$ cat src/rtl/ctrl_decode_pipe.sv
`timescale 1ns/1ps
// ctrl_decode_pipe: registered RV32I main-control decoder with a valid/ready output buffer and load-use interlock.
// Define CTRL_DECODE_MEXT_EN to accept R-type funct7=0000001 as an M-extension op (raises o_MulDiv).
module ctrl_decode_pipe #(
  parameter int DEPTH       = 2,
  parameter bit LOAD_USE_EN = 1'b1
) (
  input  logic        i_clk,
  input  logic        i_rst,
  input  logic [31:0] i_Instr,
  input  logic        i_Valid,
  output logic        o_Ready,
  input  logic        i_Flush,
  output logic        o_Valid,
  input  logic        i_Ready,
  output logic [1:0]  o_Ctrl_Jump,
  output logic        o_MemRead,
  output logic        o_MemWrite,
  output logic [1:0]  o_RegSrc,
  output logic [2:0]  o_ALUOp,
  output logic        o_ALUSrc1,
  output logic        o_ALUSrc2,
  output logic        o_RegWrite,
  output logic        o_CSR_en,
  output logic        o_Illegal,
  output logic        o_MulDiv,
  output logic [4:0]  o_Rd,
  output logic [4:0]  o_Rs1,
  output logic [4:0]  o_Rs2
);

  localparam logic [6:0] OP_R      = 7'b0110011;
  localparam logic [6:0] OP_I      = 7'b0010011;
  localparam logic [6:0] OP_LOAD   = 7'b0000011;
  localparam logic [6:0] OP_STORE  = 7'b0100011;
  localparam logic [6:0] OP_BRANCH = 7'b1100011;
  localparam logic [6:0] OP_LUI    = 7'b0110111;
  localparam logic [6:0] OP_AUIPC  = 7'b0010111;
  localparam logic [6:0] OP_JAL    = 7'b1101111;
  localparam logic [6:0] OP_JALR   = 7'b1100111;
  localparam logic [6:0] OP_SYSTEM = 7'b1110011;
  localparam logic [6:0] OP_FENCE  = 7'b0001111;

  localparam int PW = (DEPTH > 1) ? $clog2(DEPTH) : 1;
  localparam int CW = $clog2(DEPTH + 1);

  typedef struct packed {
    logic [1:0] jump;
    logic       mem_read;
    logic       mem_write;
    logic [1:0] reg_src;
    logic [2:0] alu_op;
    logic       alu_src1;
    logic       alu_src2;
    logic       reg_write;
    logic       csr_en;
    logic       illegal;
    logic       muldiv;
    logic [4:0] rd;
    logic [4:0] rs1;
    logic [4:0] rs2;
  } entry_t;

  logic [6:0] opcode;
  logic [6:0] funct7;
  logic [4:0] rd;
  logic [4:0] rs1;
  logic [4:0] rs2;
  logic       unused_funct3;

  logic       legal;
  logic       uses_rs1;
  logic       uses_rs2;
  logic       is_load;
  entry_t     dec;

  assign opcode        = i_Instr[6:0];
  assign funct7        = i_Instr[31:25];
  assign rd            = i_Instr[11:7];
  assign rs1           = i_Instr[19:15];
  assign rs2           = i_Instr[24:20];
  assign unused_funct3 = ^i_Instr[14:12];

  always_comb begin
    dec      = '0;
    legal    = 1'b1;
    uses_rs1 = 1'b0;
    uses_rs2 = 1'b0;
    is_load  = 1'b0;
    case (opcode)
      OP_R: begin
        dec.reg_write = 1'b1;
        dec.alu_op    = 3'b010;
        uses_rs1      = 1'b1;
        uses_rs2      = 1'b1;
        if (funct7 == 7'b0000001) begin
`ifdef CTRL_DECODE_MEXT_EN
          dec.muldiv = 1'b1;
`else
          legal = 1'b0;
`endif
        end else if (funct7 != 7'b0000000 && funct7 != 7'b0100000) begin
          legal = 1'b0;
        end
      end
      OP_I: begin
        dec.alu_src2  = 1'b1;
        dec.reg_write = 1'b1;
        dec.alu_op    = 3'b011;
        uses_rs1      = 1'b1;
      end
      OP_LOAD: begin
        dec.mem_read  = 1'b1;
        dec.reg_src   = 2'b01;
        dec.alu_src2  = 1'b1;
        dec.reg_write = 1'b1;
        uses_rs1      = 1'b1;
        is_load       = 1'b1;
      end
      OP_STORE: begin
        dec.mem_write = 1'b1;
        dec.alu_src2  = 1'b1;
        uses_rs1      = 1'b1;
        uses_rs2      = 1'b1;
      end
      OP_BRANCH: begin
        dec.jump   = 2'b01;
        dec.alu_op = 3'b001;
        uses_rs1   = 1'b1;
        uses_rs2   = 1'b1;
      end
      OP_LUI: begin
        dec.alu_src2  = 1'b1;
        dec.reg_write = 1'b1;
        dec.alu_op    = 3'b100;
      end
      OP_AUIPC: begin
        dec.alu_src1  = 1'b1;
        dec.alu_src2  = 1'b1;
        dec.reg_write = 1'b1;
        dec.alu_op    = 3'b101;
      end
      OP_JAL: begin
        dec.jump      = 2'b10;
        dec.reg_src   = 2'b10;
        dec.reg_write = 1'b1;
      end
      OP_JALR: begin
        dec.jump      = 2'b11;
        dec.reg_src   = 2'b10;
        dec.alu_src2  = 1'b1;
        dec.reg_write = 1'b1;
        dec.alu_op    = 3'b011;
        uses_rs1      = 1'b1;
      end
      OP_SYSTEM: begin
        dec.reg_src   = 2'b11;
        dec.reg_write = 1'b1;
        dec.csr_en    = 1'b1;
      end
      OP_FENCE: ;
      default: legal = 1'b0;
    endcase
    if (i_Instr[1:0] != 2'b11) begin
      legal = 1'b0;
    end
    // Illegal words still flow down the pipe, but must not drive any control or hazard.
    if (!legal) begin
      dec         = '0;
      dec.illegal = 1'b1;
      uses_rs1    = 1'b0;
      uses_rs2    = 1'b0;
      is_load     = 1'b0;
    end
    dec.rd  = rd;
    dec.rs1 = rs1;
    dec.rs2 = rs2;
  end

  logic [PW-1:0] wr_ptr;
  logic [PW-1:0] rd_ptr;
  logic [CW-1:0] count;
  logic          ld_pend;
  logic [4:0]    ld_rd;
  entry_t        mem [DEPTH];
  entry_t        head_raw;
  entry_t        head;

  logic full;
  logic hazard;
  logic ready;
  logic push;
  logic pop;

  assign full   = (count == CW'(DEPTH));
  assign hazard = LOAD_USE_EN && ld_pend && i_Valid &&
                  ((uses_rs1 && rs1 == ld_rd) || (uses_rs2 && rs2 == ld_rd));
  assign ready  = !full && !hazard && !i_Flush;
  assign push   = i_Valid && ready;
  assign pop    = (count != '0) && i_Ready;

  always_ff @(posedge i_clk or posedge i_rst) begin
    if (i_rst) begin
      wr_ptr  <= '0;
      rd_ptr  <= '0;
      count   <= '0;
      ld_pend <= 1'b0;
      ld_rd   <= '0;
    end else if (i_Flush) begin
      wr_ptr  <= '0;
      rd_ptr  <= '0;
      count   <= '0;
      ld_pend <= 1'b0;
    end else begin
      if (push) begin
        wr_ptr <= (wr_ptr == PW'(DEPTH - 1)) ? '0 : wr_ptr + 1'b1;
      end
      if (pop) begin
        rd_ptr <= (rd_ptr == PW'(DEPTH - 1)) ? '0 : rd_ptr + 1'b1;
      end
      case ({push, pop})
        2'b10:   count <= count + 1'b1;
        2'b01:   count <= count - 1'b1;
        default: count <= count;
      endcase
      // The interlock only ever looks one instruction behind the load.
      ld_pend <= push && is_load && (rd != 5'd0);
      if (push && is_load) begin
        ld_rd <= rd;
      end
    end
  end

  generate
    for (genvar gi = 0; gi < DEPTH; gi++) begin : g_entry
      always_ff @(posedge i_clk) begin
        if (push && wr_ptr == PW'(gi)) begin
          mem[gi] <= dec;
        end
      end
    end
    if (DEPTH == 1) begin : g_head_one
      assign head_raw = mem[0];
    end else begin : g_head_many
      assign head_raw = mem[rd_ptr];
    end
  endgenerate

  // Stale storage is never visible: an empty buffer presents an all-zero bundle.
  assign head    = (count != '0) ? head_raw : '0;
  assign o_Valid = (count != '0);
  assign o_Ready = ready;

  assign o_Ctrl_Jump = head.jump;
  assign o_MemRead   = head.mem_read;
  assign o_MemWrite  = head.mem_write;
  assign o_RegSrc    = head.reg_src;
  assign o_ALUOp     = head.alu_op;
  assign o_ALUSrc1   = head.alu_src1;
  assign o_ALUSrc2   = head.alu_src2;
  assign o_RegWrite  = head.reg_write;
  assign o_CSR_en    = head.csr_en;
  assign o_Illegal   = head.illegal;
  assign o_MulDiv    = head.muldiv;
  assign o_Rd        = head.rd;
  assign o_Rs1       = head.rs1;
  assign o_Rs2       = head.rs2;

endmodule

$ cat config.mk
export PLATFORM = sky130hd
export DESIGN_NAME = ctrl_decode_pipe
export DESIGN_NICKNAME = d
export VERILOG_FILES = /design/src/rtl/ctrl_decode_pipe.sv
export SDC_FILE = /design/constraint.sdc
export NUM_CORES = 1
export LEC_CHECK = 0
export BUFFER_PORTS_ARGS = -buffer_cell sky130_fd_sc_hd__buf_2
export CAP_MARGIN = 10
export CORE_MARGIN = 3
export CORE_UTILIZATION = 60
export CTS_BUF_LIST = sky130_fd_sc_hd__clkbuf_2 sky130_fd_sc_hd__clkbuf_4 sky130_fd_sc_hd__clkbuf_8
export CTS_CLUSTER_DIAMETER = 30
export DETAILED_ROUTE_END_ITERATION = 8
export PLACE_DENSITY = 0.87
export RECOVER_POWER = 100
export SYNTH_ARGS = -nofsm -noshare
export SYNTH_HDL_FRONTEND = slang
export SYNTH_SLANG_ARGS = --single-unit
$ cat constraint.sdc
create_clock -name i_clk -period 5.7 [get_ports i_clk]
set_input_delay 0.57 -clock i_clk [delete_from_list [all_inputs] [get_ports i_clk]]
set_output_delay 0.57 -clock i_clk [all_outputs]
set_load 0.01 [all_outputs]
; ---- Word-level counts from Yosys, hierarchy flattened
; Memories as Yosys holds them, arrays and structs flattened.
; Index checks and enable logic that the tools add are counted.
[op_classes]
n_addsub = 4
n_eq_ne = 19
mux = 36
n_bitwise = 2
reduce_logical = 32
[ops]
columns = operator, count
row1 = $mux 30, 3
row2 = $reduce_or 30->1, 1
row3 = $eq 7x7->1 const B, 4
row4 = $mux 1, 27
row5 = $eq 7x6->1 const B, 3
row6 = $pmux 3 s5, 1
row7 = $eq 7x5->1 const B, 2
row8 = $logic_and 1x1->1, 13
row9 = $pmux 2 s3, 2
row10 = $reduce_or 6->1, 2
row11 = $eq 5x5->1, 2
row12 = $reduce_or 10->1, 1
row13 = $reduce_or 8->1, 1
row14 = $eq 7x1->1 const B, 1
row15 = $eq 7x2->1 const B, 1
row16 = $eq 7x4->1 const B, 1
row17 = $ne 7x6->1 const B, 1
row18 = $reduce_bool 7->1, 1
row19 = $reduce_bool 2->1, 3
row20 = $reduce_bool 5->1, 1
row21 = $eq 2x2->1 const B, 2
row22 = $pmux 2 s2, 1
row23 = $reduce_or 2->1, 2
row24 = $logic_not 1->1, 3
row25 = other kinds (12), 14
[totals]
ff_bits = 10
ram_bits = 60
input_bits = 37
out_inout_bits = 32
elab_cells = 99
memories = 1
[mem_list]
columns = memory, words, width, read_ports, rd_clocked_by_memory_dff, wr, line
row1 = mem, 2, 30, 1, 0, 1, 185  ; entry_t mem [DEPTH];

; ---- Logic depth before layout (Yosys ltp)
[logic_depth]
word_depth = 19
ltp_mapped = 7
ltp_nobuf = 6

; ---- Worst setup path after synthesis
; Ideal clock, no wire load.
[synth_path]
kind = in2reg
from = input i_Instr[1]
to = memory mem[0][0] (netlist name), enable pin
setup_ps = 451
t_arrival_ps = 3618
t_required_ps = 5249
setup_slack_ps = 1630
path_stages = 6
n_path_buf = 1
path_cell_list = and3b_1 -> buf_2 -> and4bb_4 -> o32ai_4 -> nand3b_1 -> nor3_1
[synth_between]
elab_chain_len = 17
elab_cells_between_ends = 38
classes_between = eq/ne: 12 / mux: 12 / reduce/logical: 14
[synth_rtl]
columns = element, line
row1 = "start, declared", 10  ; input logic [31:0] i_Instr,
row2 = $eq 7x7->1 (tied with other cells), 90  ; case (opcode)
row3 = $reduce_or 10->1 (no line), n/a
row4 = $pmux 1 s2, 90
row5 = $mux 1, 164  ; if (i_Instr[1:0] != 2'b11) begin
row6 = $mux 1, 168  ; if (!legal) begin
row7 = $logic_and 1x1->1, 197  ; ((uses_rs1 && rs1 == ld_rd) || (uses_rs2 && rs2 == ld_rd));
row8 = $logic_or 1x1->1 *, 197
row9 = $logic_and 1x1->1 *, 196  ; assign hazard = LOAD_USE_EN && ld_pend && i_Valid &&
row10 = $logic_not 1->1 *, 198  ; assign ready = !full && !hazard && !i_Flush;
row11 = $logic_and 1x1->1 * (2 in series), 198
row12 = $logic_and 1x1->1 *, 199  ; assign push = i_Valid && ready;
row13 = $logic_and 1x1->1, 237  ; if (push && wr_ptr == PW'(gi)) begin
row14 = $mux 1, 237
row15 = $mux 1 (not written as such), 238  ; mem[gi] <= dec;
row16 = $reduce_or 30->1 (no line), n/a
row17 = $mux 1 (no line), n/a
row18 = "end, declared", 185
; Mark *: on every way between the ends. The rest lies on a longest branch, timed or not.

; ---- Worst setup path after layout
[layout_path]
from = input i_Instr[4]
to = memory mem[1][21] (netlist name), enable pin
; Same word-level chain as after synthesis.

==> out/qor.txt <==
Avg WL per Cell - 16.6 microns
Synth-to-Final Area Change - 14.6%
Violated checks - capacitance limit, slew limit
I/O Buffers - 63
DRT iter0 DRCs - 83
HP Class - in2async
Clock buffer depth - 2
Num rows - 25
Syn nets - 275
Combinational fraction of design power - 12.3%
Max-Cap Viols - 1
Ys flop type - edfxtp_1
Clk_skew - 8.89 ps
Max Slew Vio Count - 28
Setup TNS - 0 ps
CTS buffer count - 9
Required time of the critical path - 5630 ps
Die Width - 78.7 microns
Fin crit share - 70.1%
Flops & latches, synth - 68
Fmax - 0.250 GHz
Die ar. - 6200 sq um
Later-pin clock latency in the skew report - 340 ps
Root buf cell - clkbuf_8
Clk pwr share - 37.7%
Core region area - 4910 sq um
Initial antenna violation count - 0
Ant. Diodes - 0
Setup-failing EPs final - 0
Vias - 2,125
Final ANT Viol Nets - 0
Actual slew at the worst max-slew pin - 1530 ps
GRT overflow - 0
Residual DRC - 0
GR Util met2 - 35.7%
Sw Share - 23.2%
Sequential-to-total area share from yosys stat - 62.8%
Crit-path max FO - 27
CTS Sinks - 68
Global-route wire length before repair - 9800 microns
Peak VDD IR - 0.235 mV
Post_cts resized - 0
Most common cell on crit path - clkbuf_1
Worst reg-to-reg setup slack - 2470 ps
DP HPWL - 4230 microns
FFs w/ async S/R, synth - 14.7%
Die height - 78.7 microns
Largest net degree at the start of global routing - 28
Final GP Congestion - 0.821
Layout cell share with drive strength beyond 1 - 12.7%
Worst Path Class, Setup - in2reg
GR Util met1 - 26.1%
RSZ-0062 raised after global routing - false
R2R Path Start - ld_rd[3]$_DFFE_PP0P_
Mapped Cells - 238
CTS tree - done
Worst-path clk slew - 70 ps
Crit-path max cell delay - 1130 ps
Hold-fix buffers at CTS - 0
Drt total wl - 6210 microns
Start point of the critical path - i_Instr[4]
# nets final - 340
Critical path cell sequence - clkbuf_1, and2b_1, a21oi_1, o31ai_1, o32ai_1, and2_2, and3_1, clkbuf_1
Total Routing Usage GR - 21.4%
Ys Warns - 0
Final min period - 4000 ps
Post-Syn Area per Cell - 13.3 sq um
Synthesized cell area - 3170 sq um
P_int - 871 uW
Fillers - 352
Arr. time, crit path - 3930 ps
Critical path's slowest cell - clkbuf_1
Number of synthesized flops with an enable pin - 58
Leakage - 1.33 nW
Final core utilization - 74.0%
Num ports - 69
M3 GR Usage - 4.76%
Postcts setup bufs - 0
Net Sw Power - 263 uW
Status - complete, but fails checks
Reg area - 1990 sq um
Reg power frac - 49.9%
PD cells - 312 nW/um^2
Worst Setup End Kind - register
Starting density of the core - 64.6%
Vias in the first global route - 2,005
Max-slew headroom - -2.03%
Grt peak-use layer - met2
Vias per Instance - 5.67
# H-tree levels - 3
Post-synthesis cell type count - 47
Multi-input gate area - 1040 sq um
Final hold vios - 0
DR pass1 iterations - 4
Type of origin of the critical path - input port
-- cell type report --
cell class,instances,area share (%)
Clock buffer,11,3.99
Clock inverter,5,2.10
Inverter,4,0.413
Multi-Input combinational cell,153,28.7
Sequential cell,68,54.8
Tap cell,67,2.31
Timing Repair Buffer,67,7.68
-- synthesized netlist by cell type (2+ instances only) --
cell,instances,area [sq um]
o21ai_0,2,10.0
nand3_1,3,15.0
clkbuf_1,5,18.8
buf_2,2,10.0
o211ai_1,2,15.0
xnor2_1,10,87.6
and3_1,2,12.5
buf_4,2,15.0
nand2_1,7,26.3
nor2_1,40,150
and2b_1,3,22.5
inv_1,4,15.0
buf_1,3,11.3
a21oi_1,4,20.0
nand4_1,4,25.0
nor4_1,2,12.5
mux2i_1,29,290
nor2b_1,5,31.3
nor3_1,10,50.1
mux2_4,5,75.1
a21boi_0,2,15.0
dfrtp_1,10,250
edfxtp_1,58,1740
-- layout by cell type, fill, tap and decap left out, types with 3 or more instances in the layout --
cell and count:
edfxtp_1 58, clkbuf_1 49, nor2_1 40, mux2i_1 29
buf_2 16, nor3_1 10, xnor2_1 10, clkbuf_8 10
dfrtp_1 10, nand2_1 8, nand4_1 5, nor2b_1 5
inv_1 4, and2b_1 4, a21oi_1 4, mux2_1 4
nand3_1 3
-- worst max-delay path, delay by kind of cell --
kind	cells	cell delay (ps)
buffers and inverters	2	1510
AO/OA/AOI/OAI	3	1040
AND/OR/NAND/NOR	3	780
-- registers in the layout, indices dropped and copies added (netlist names) --
name	flops
count	2
ld_pend	1
ld_rd	5
mem	58
rd_ptr	1
wr_ptr	1
-- metrics by stage --
stage | instances | total power, mW | hold WS [ps] | instance area (sq um) | worst slack (ps)
after global placement | 359 | 0.723 | 564 | 3550 | 2740
after detailed placement | 359 | 0.728 | 578 | 3550 | 2700
after floorplan | 238 | 0.673 | 410 | 3170 | 1630
after global routing | 375 | 1.18 | 232 | 3630 | 1550
final | 375 | 1.13 | 218 | 3630 | 1700
after CTS | 375 | 1.15 | 213 | 3770 | 2850
-- metal layers --
metal | wire (microns) | vias to the layer above
met5 | 0 | -
met4 | 127 | 0
met3 | 471 | 10
met1 | 2510 | 1018
li1 | - | 1002
met2 | 3100 | 95
-- power groups by stage --
stage / registers, mW / logic [mW] / clock network [mW]
final: 0.566 / 0.140 / 0.428
after global routing: 0.568 / 0.153 / 0.457
after CTS: 0.567 / 0.151 / 0.434
after detailed placement: 0.577 / 0.151 / 0
after global placement: 0.576 / 0.147 / 0
after floorplan: 0.574 / 0.0983 / 0
-- path summary, 6_finish.rpt --
| check | to | cells after the start |
|---|---|---|
| worst min register to register | ld_rd[0]$_DFFE_PP0P_ | 1 |
| worst max register to register | mem[1][21]$_DFFE_PP_ | 7 |
| worst min-delay path | ld_rd[3]$_DFFE_PP0P_ | 2 |
| min in group i_clk | mem[0][8]$_DFFE_PP_ | 1 |
| worst max-delay path | mem[1][21]$_DFFE_PP_ | 8 |
| max in group asynchronous | ld_rd[4]$_DFFE_PP0P_ | 2 |
-- kinds of logic (layout without fill, tap and decap cells) --
kind of cell              after synthesis  after routing  synth area share [%]
AOI/OAI and AO/OA                      19             19                  5.56
xor gates and xnor gates               11             11                  3.04
buffers and inverters                  17             87                  2.37
DFF                                    68             68                  62.8
muxes                                  34             34                  11.5
other                                   1              1                 0.118
and+or+nand+nor                        88             88                  14.6
Power figures use the tool's default switching activity.
